**config.mk**
```make
export PLATFORM = sky130hd
export DESIGN_NAME = seq_det_param_moore
export DESIGN_NICKNAME = d
export VERILOG_FILES = /design/src/rtl/seq_det_param_moore.sv
export SDC_FILE = /design/constraint.sdc
export NUM_CORES = 1
export LEC_CHECK = 0
export CAP_MARGIN = 25
export CORE_MARGIN = 3
export CORE_UTILIZATION = 40
export DETAILED_ROUTE_END_ITERATION = 7
export GPL_TIMING_DRIVEN = 0
export HOLD_SLACK_MARGIN = 0.02
export MAX_ROUTING_LAYER = met4
export PLACE_DENSITY = 0.69
export SETUP_SLACK_MARGIN = 0.15
export SKIP_CTS_REPAIR_TIMING = 1
export SYNTH_ARGS = -nofsm -noshare
export SYNTH_HDL_FRONTEND = slang
export SYNTH_SLANG_ARGS = --single-unit
```
**constraint.sdc**
```tcl
create_clock -name clk -period 2.2 [get_ports clk]
set_input_delay 0.33 -clock clk [delete_from_list [all_inputs] [get_ports clk]]
set_output_delay 0.33 -clock clk [all_outputs]
set_load 0.1 [all_outputs]
```
**src/rtl/seq_det_param_moore.sv**
```systemverilog
// Parametrised Moore detector for a PAT_LEN-bit serial pattern with saturating match count.
// Define SEQ_PAT_LOAD_EN to make the pattern run-time loadable through pat_load/pat_in.
module seq_det_param_moore #(
    parameter int unsigned           PAT_LEN = 6,
    parameter logic [PAT_LEN-1:0]    PATTERN = PAT_LEN'(6'b110011),
    parameter int unsigned           CNT_W   = 8
) (
    input  logic               clk,
    input  logic               reset,
    input  logic               x,
    input  logic               x_valid,
    input  logic               overlap,
    input  logic               cnt_clr,
    input  logic               pat_load,
    input  logic [PAT_LEN-1:0] pat_in,
    output logic               z,
    output logic [CNT_W-1:0]   match_cnt
);

    localparam int unsigned FILL_W = $clog2(PAT_LEN + 1);
    localparam logic [FILL_W-1:0] FILL_FULL = FILL_W'(PAT_LEN);

    logic [PAT_LEN-1:0] hist_q, hist_d, hist_n;
    logic [FILL_W-1:0]  fill_q, fill_d, fill_n;
    logic [PAT_LEN-1:0] pat_q;
    logic [CNT_W-1:0]   cnt_d;
    logic               z_d;
    logic               load;
    logic               accept;
    logic               hit;

`ifdef SEQ_PAT_LOAD_EN
    logic [PAT_LEN-1:0] pat_d;

    assign load = pat_load;

    always_ff @(posedge clk or negedge reset) begin
        if (!reset) begin
            pat_q <= PATTERN;
        end else begin
            pat_q <= pat_d;
        end
    end

    always_comb begin
        pat_d = pat_q;
        if (pat_load) begin
            pat_d = pat_in;
        end
    end
`else
    logic unused_pat_ports;

    assign load             = 1'b0;
    assign pat_q            = PATTERN;
    assign unused_pat_ports = ^{pat_load, pat_in};
`endif

    // A pattern load swallows any bit offered in the same cycle.
    assign accept = x_valid & ~load;
    assign hist_n = {hist_q[PAT_LEN-2:0], x};
    assign fill_n = (fill_q == FILL_FULL) ? FILL_FULL : fill_q + FILL_W'(1);
    assign hit    = accept && (fill_n == FILL_FULL) && (hist_n == pat_q);

    always_ff @(posedge clk or negedge reset) begin
        if (!reset) begin
            hist_q    <= '0;
            fill_q    <= '0;
            z         <= 1'b0;
            match_cnt <= '0;
        end else begin
            hist_q    <= hist_d;
            fill_q    <= fill_d;
            z         <= z_d;
            match_cnt <= cnt_d;
        end
    end

    always_comb begin
        hist_d = hist_q;
        fill_d = fill_q;
        z_d    = hit;
        cnt_d  = match_cnt;

        if (load) begin
            fill_d = '0;
        end else if (accept) begin
            hist_d = hist_n;
            // Non-overlapping mode restarts the window after every match.
            fill_d = (hit && !overlap) ? '0 : fill_n;
        end

        if (cnt_clr) begin
            cnt_d = '0;
        end else if (hit && (match_cnt != '1)) begin
            cnt_d = match_cnt + CNT_W'(1);
        end
    end

endmodule

```
==> run summary <==
In this run the clock root is driven by a sky130_fd_sc_hd__clkbuf_4. After detailed routing, the number of remaining DRC violations is 0. After the first detailed-routing iteration, the DRC count stood at 7. After detailed routing, the wire length on met1 is 923 um. The highest clock rate came out at 466.5 MHz. Of the total power, the share spent switching nets is 0.3454. The share of the Yosys chip area taken by registers is 0.4742. The maximum fanout count along the critical path came out at 7. Including well taps, the total number of placed cells is 125. In this run the deepest clock path goes through 2 buffers. The number of hold violations in the final report came out at 0.

The routed design uses 874 um of met2 wire. The sequential share of power came out at 0.470. The global placer's final weighted congestion is 0.8487. The clock group share of total power is 0.189.

The analysis attributes to net switching a power of 293.3 uW. The path class of the tightest hold or removal check is in2reg. The iteration count of the initial detailed-routing pass is 4. The setup violation total in the final timing report came out at 0. Clock-pin slew was measured on the worst setup and hold paths at 0.09 ns. Dividing the detail-routed via count by the number of cells gives 5.447. In this design, the largest share of critical-path delay is due to simple AND/OR/NAND/NOR gates. Averaged over all synthesized cells, the footprint is 10.55 um2.

The final critical-path share of the clock period came out at 0.9744. At the end of the flow the core is filled with cells to 0.6311. The worst setup path is captured at a flip-flop. The largest total area in the synthesized netlist belongs to sky130_fd_sc_hd__dfrtp_1. Summing every instance area after synthesis gives 897.1 um2. The cell count after synthesis is 85. Global routing finished with a remaining overflow of 0.

The vias after detailed routing came out at 719. The die span in y came out at 53.36 um. Counting flops with a built-in enable in the synthesized netlist gives 0.

The via count of the first global-routing pass is 703. The number of warning messages in the yosys log came out at 0. After detailed routing, no signal wire sits above met4. From synthesis to final layout, the design area changed by 43.65%. The full die area came out at 2847 um2. The run finished with clean final reports. Setup repair after global routing could not meet its margin everywhere. For this block, the routed nets add up to 1.916 mm of wire.

TritonCTS built the clock tree. In this run the horizontal extent of the chip is 53.36 um. The worst setup margin came out at 0.05640 ns. The final net count is 122.

0 antenna diodes ended up in the layout. Counting the fill cells in the layout gives 177. For the pin with the worst max-slew slack, the measured transition is 0.9697 ns. The amount of wire on met3 after detailed routing came out at 103 um.

The peak ir drop on the vdd network came out at 0.0004017 V. The ratio of total power to cell area came out at 658.9 nW/um2. The leakage component of the power is 0.0006529 uW. Cell internal power was estimated by the tool at 555.8 uW. The total clock sinks is 17. The share of synthesized area in the top cell type comes to 0.4742. When the netlist entered floorplanning its net count stood at 101. The buffer and inverter count on the worst path came out at 1.

The pin count of the biggest net entering global routing is 18. The required time reported for the critical path endpoint is 2.38 ns. In this run the tool buffered the top-level ports with 13 buffer cells. The floorplan core area is 2042 um2. The number of primary I/O pins came out at 22. The number of max-slew violations in the final report is 0.

The worst-case setup slack after placement is -0.07622 ns. For the final database, setup skew stands at 0.001012 ns. Among all stages on the critical path, the largest delay is contributed by sky130_fd_sc_hd__dfrtp_1. For this run, the total global-route usage over all layers was measured as 0.1507.

The time the final worst path needs with I/O delays and setup is 2.144 ns. After detailed routing, the average wire length per cell comes to 14.52 um. For this run, the leading register cell type out of synthesis is sky130_fd_sc_hd__dfrtp_1.

In this run the number of H-tree levels came out at 1. The fraction of final layout cells with drive strength greater than 1 came out at 0.3810. The share of total power dissipated in combinational logic is 0.341.

The flop and latch count out of synthesis came out at 17. STA classifies the critical path startpoint as a flip-flop. The initial utilization of the core area, before any placement, comes to 0.4393. The number of non-filler instances in the completed layout is 132.

Yosys attributes the largest share of cell area to sky130_fd_sc_hd__dfrtp_1 (47%), sky130_fd_sc_hd__mux2_2 (10%), sky130_fd_sc_hd__ha_1 (4.2%). The global-route wire length before repair came out at 2.994 mm. Yosys mapped the design onto 26 distinct sky130hd cell types. The initial antenna violation count came out at 0. The count of nets left with antenna violations after detail routing is 0. The insertion delay of the later-clocked pin in the worst-skew pair came out at 0.28 ns. In this run the tightest slew margin relative to its limit is 0.3525. The critical path is of the reg2reg type. The number of CTS-inserted buffers came out at 3. The post-synthesis async set-or-reset flop share is 1.000. The biggest cell delay along the critical path is 0.44 ns.

The number of maximum-capacitance violations is 0. The worst endpoint data arrival time came out at 2.32 ns. The floorplan has 16 rows. The half-perimeter wire length after placement came out at 1.238 mm. Traced cell by cell, the critical path runs through ha_4 -> nand4bb_1 -> or3_1 -> buf_6 -> nor4_4 -> mux2_2.
-- cell type report --
cell class | count | area, um2 | share of cell area
Buffer | 5 | 48.80 | 0.03786
Inverter | 5 | 18.77 | 0.01456
Timing Repair Buffer | 16 | 192.7 | 0.1495
Clock buffer | 3 | 22.52 | 0.01748
Clock inverter | 1 | 5.005 | 0.003883
Sequential cell | 17 | 436.7 | 0.3388
Multi-Input combinational cell | 58 | 530.5 | 0.4116
Tap cell | 27 | 33.78 | 0.02621
-- synth_stat cells (2+ instances only) --
cell                      count
sky130_fd_sc_hd__dfrtp_1     17
sky130_fd_sc_hd__mux2_2       8
sky130_fd_sc_hd__a21oi_1      6
sky130_fd_sc_hd__inv_1        5
sky130_fd_sc_hd__nand2_1      5
sky130_fd_sc_hd__nor2_1       5
sky130_fd_sc_hd__o31ai_1      5
sky130_fd_sc_hd__nand3_1      4
sky130_fd_sc_hd__o21ai_0      4
sky130_fd_sc_hd__ha_1         3
sky130_fd_sc_hd__or3_1        3
sky130_fd_sc_hd__or4_1        3
sky130_fd_sc_hd__buf_2        2
sky130_fd_sc_hd__nor2b_1      2
sky130_fd_sc_hd__nor4_1       2
-- path summary, 6_finish.rpt --
| path | from | to | slack [ns] | depth (start not counted) |
|---|---|---|---|---|
| min reg2reg | hist_q[4]$_DFFE_PN0P_ | hist_q[4]$_DFFE_PN0P_ | 0.52 | 1 |
| max reg2reg | fill_q[1]$_DFFE_PN0P_ | match_cnt[7]$_DFFE_PN0P_ | 0.06 | 6 |
| min | x_valid | fill_q[0]$_DFFE_PN0P_ | 0.26 | 2 |
| max | fill_q[1]$_DFFE_PN0P_ | match_cnt[7]$_DFFE_PN0P_ | 0.06 | 6 |
| max in group asynchronous | reset | match_cnt[0]$_DFFE_PN0P_ | 1.17 | 1 |
| min in group asynchronous | reset | match_cnt[2]$_DFFE_PN0P_ | 0.48 | 1 |
-- registers in the layout (all words and copies together) (netlist names) --
register and cells:
z 1, match_cnt 8, hist_q 5, fill_q 3
-- routing by layer --
metal / vias up / track usage
li1: 351 / -
met1: 350 / 0.1934
met2: 16 / 0.2163
met3: 2 / 0.05915
met4: 0 / 0.04681
met5: - / -
-- worst register-to-register path: cells and delay by family, from the launching register on --
family	cells	cell delay (ns)
fa+ha+maj	1	0.26
simple gates	3	0.83
mux	1	0.36
buf+inv	1	0.16
flops	1	0.44
-- power by group through the flow --
stage	combinational (uW)	sequential, uW	clock [uW]
2_1_floorplan	158	389	0
3_3_place_gp	201	397	0
3_5_place_dp	210	400	0
4_1_cts	210	393	169
5_1_grt	319	406	185
6_report	289	399	161
-- cell usage in the layout, fill, tap and decap left out, types with 2 or more instances in the layout --
cell / n
sky130_fd_sc_hd__o31ai_1: 3
sky130_fd_sc_hd__buf_4: 3
sky130_fd_sc_hd__dfrtp_2: 3
sky130_fd_sc_hd__dfrtp_4: 2
sky130_fd_sc_hd__buf_6: 2
sky130_fd_sc_hd__nor4_4: 3
sky130_fd_sc_hd__clkdlybuf4s50_1: 4
sky130_fd_sc_hd__dlymetal6s2s_1: 9
sky130_fd_sc_hd__or3_1: 2
sky130_fd_sc_hd__or4_4: 2
sky130_fd_sc_hd__mux2_4: 2
sky130_fd_sc_hd__ha_4: 2
sky130_fd_sc_hd__nand3_1: 4
sky130_fd_sc_hd__a21oi_1: 3
sky130_fd_sc_hd__nand2_1: 5
sky130_fd_sc_hd__clkbuf_4: 3
sky130_fd_sc_hd__inv_1: 4
sky130_fd_sc_hd__mux2_2: 6
sky130_fd_sc_hd__nor2_1: 5
sky130_fd_sc_hd__o21ai_0: 4
sky130_fd_sc_hd__nor2b_1: 2
sky130_fd_sc_hd__a21oi_2: 3
sky130_fd_sc_hd__dfrtp_1: 12
-- through the flow --
step / power (uW) / hold WS, ns / instance area (um2) / TNS (ns)
after floorplan: 547.3 / 0.03441 / 927.1 / 0
after detailed placement: 610.2 / 0.5031 / 1091 / -0.1033
after CTS: 771.9 / 0.2583 / 1119 / -0.1838
final: 849.1 / 0.2615 / 1289 / 0
after global routing: 910.5 / 0.2629 / 1289 / -0.0002613
after global placement: 597.5 / 0.4925 / 1091 / -0.07568
-- kinds of logic after synthesis --
family | Yosys count | synth area share
adders and majority gates | 3 | 0.04185
buffers and inverters | 10 | 0.06415
muxes | 8 | 0.1004
AOI/OAI and AO/OA | 16 | 0.1074
and+or+nand+nor | 31 | 0.2120
DFF | 17 | 0.4742
(Power assumes the default switching activity.)
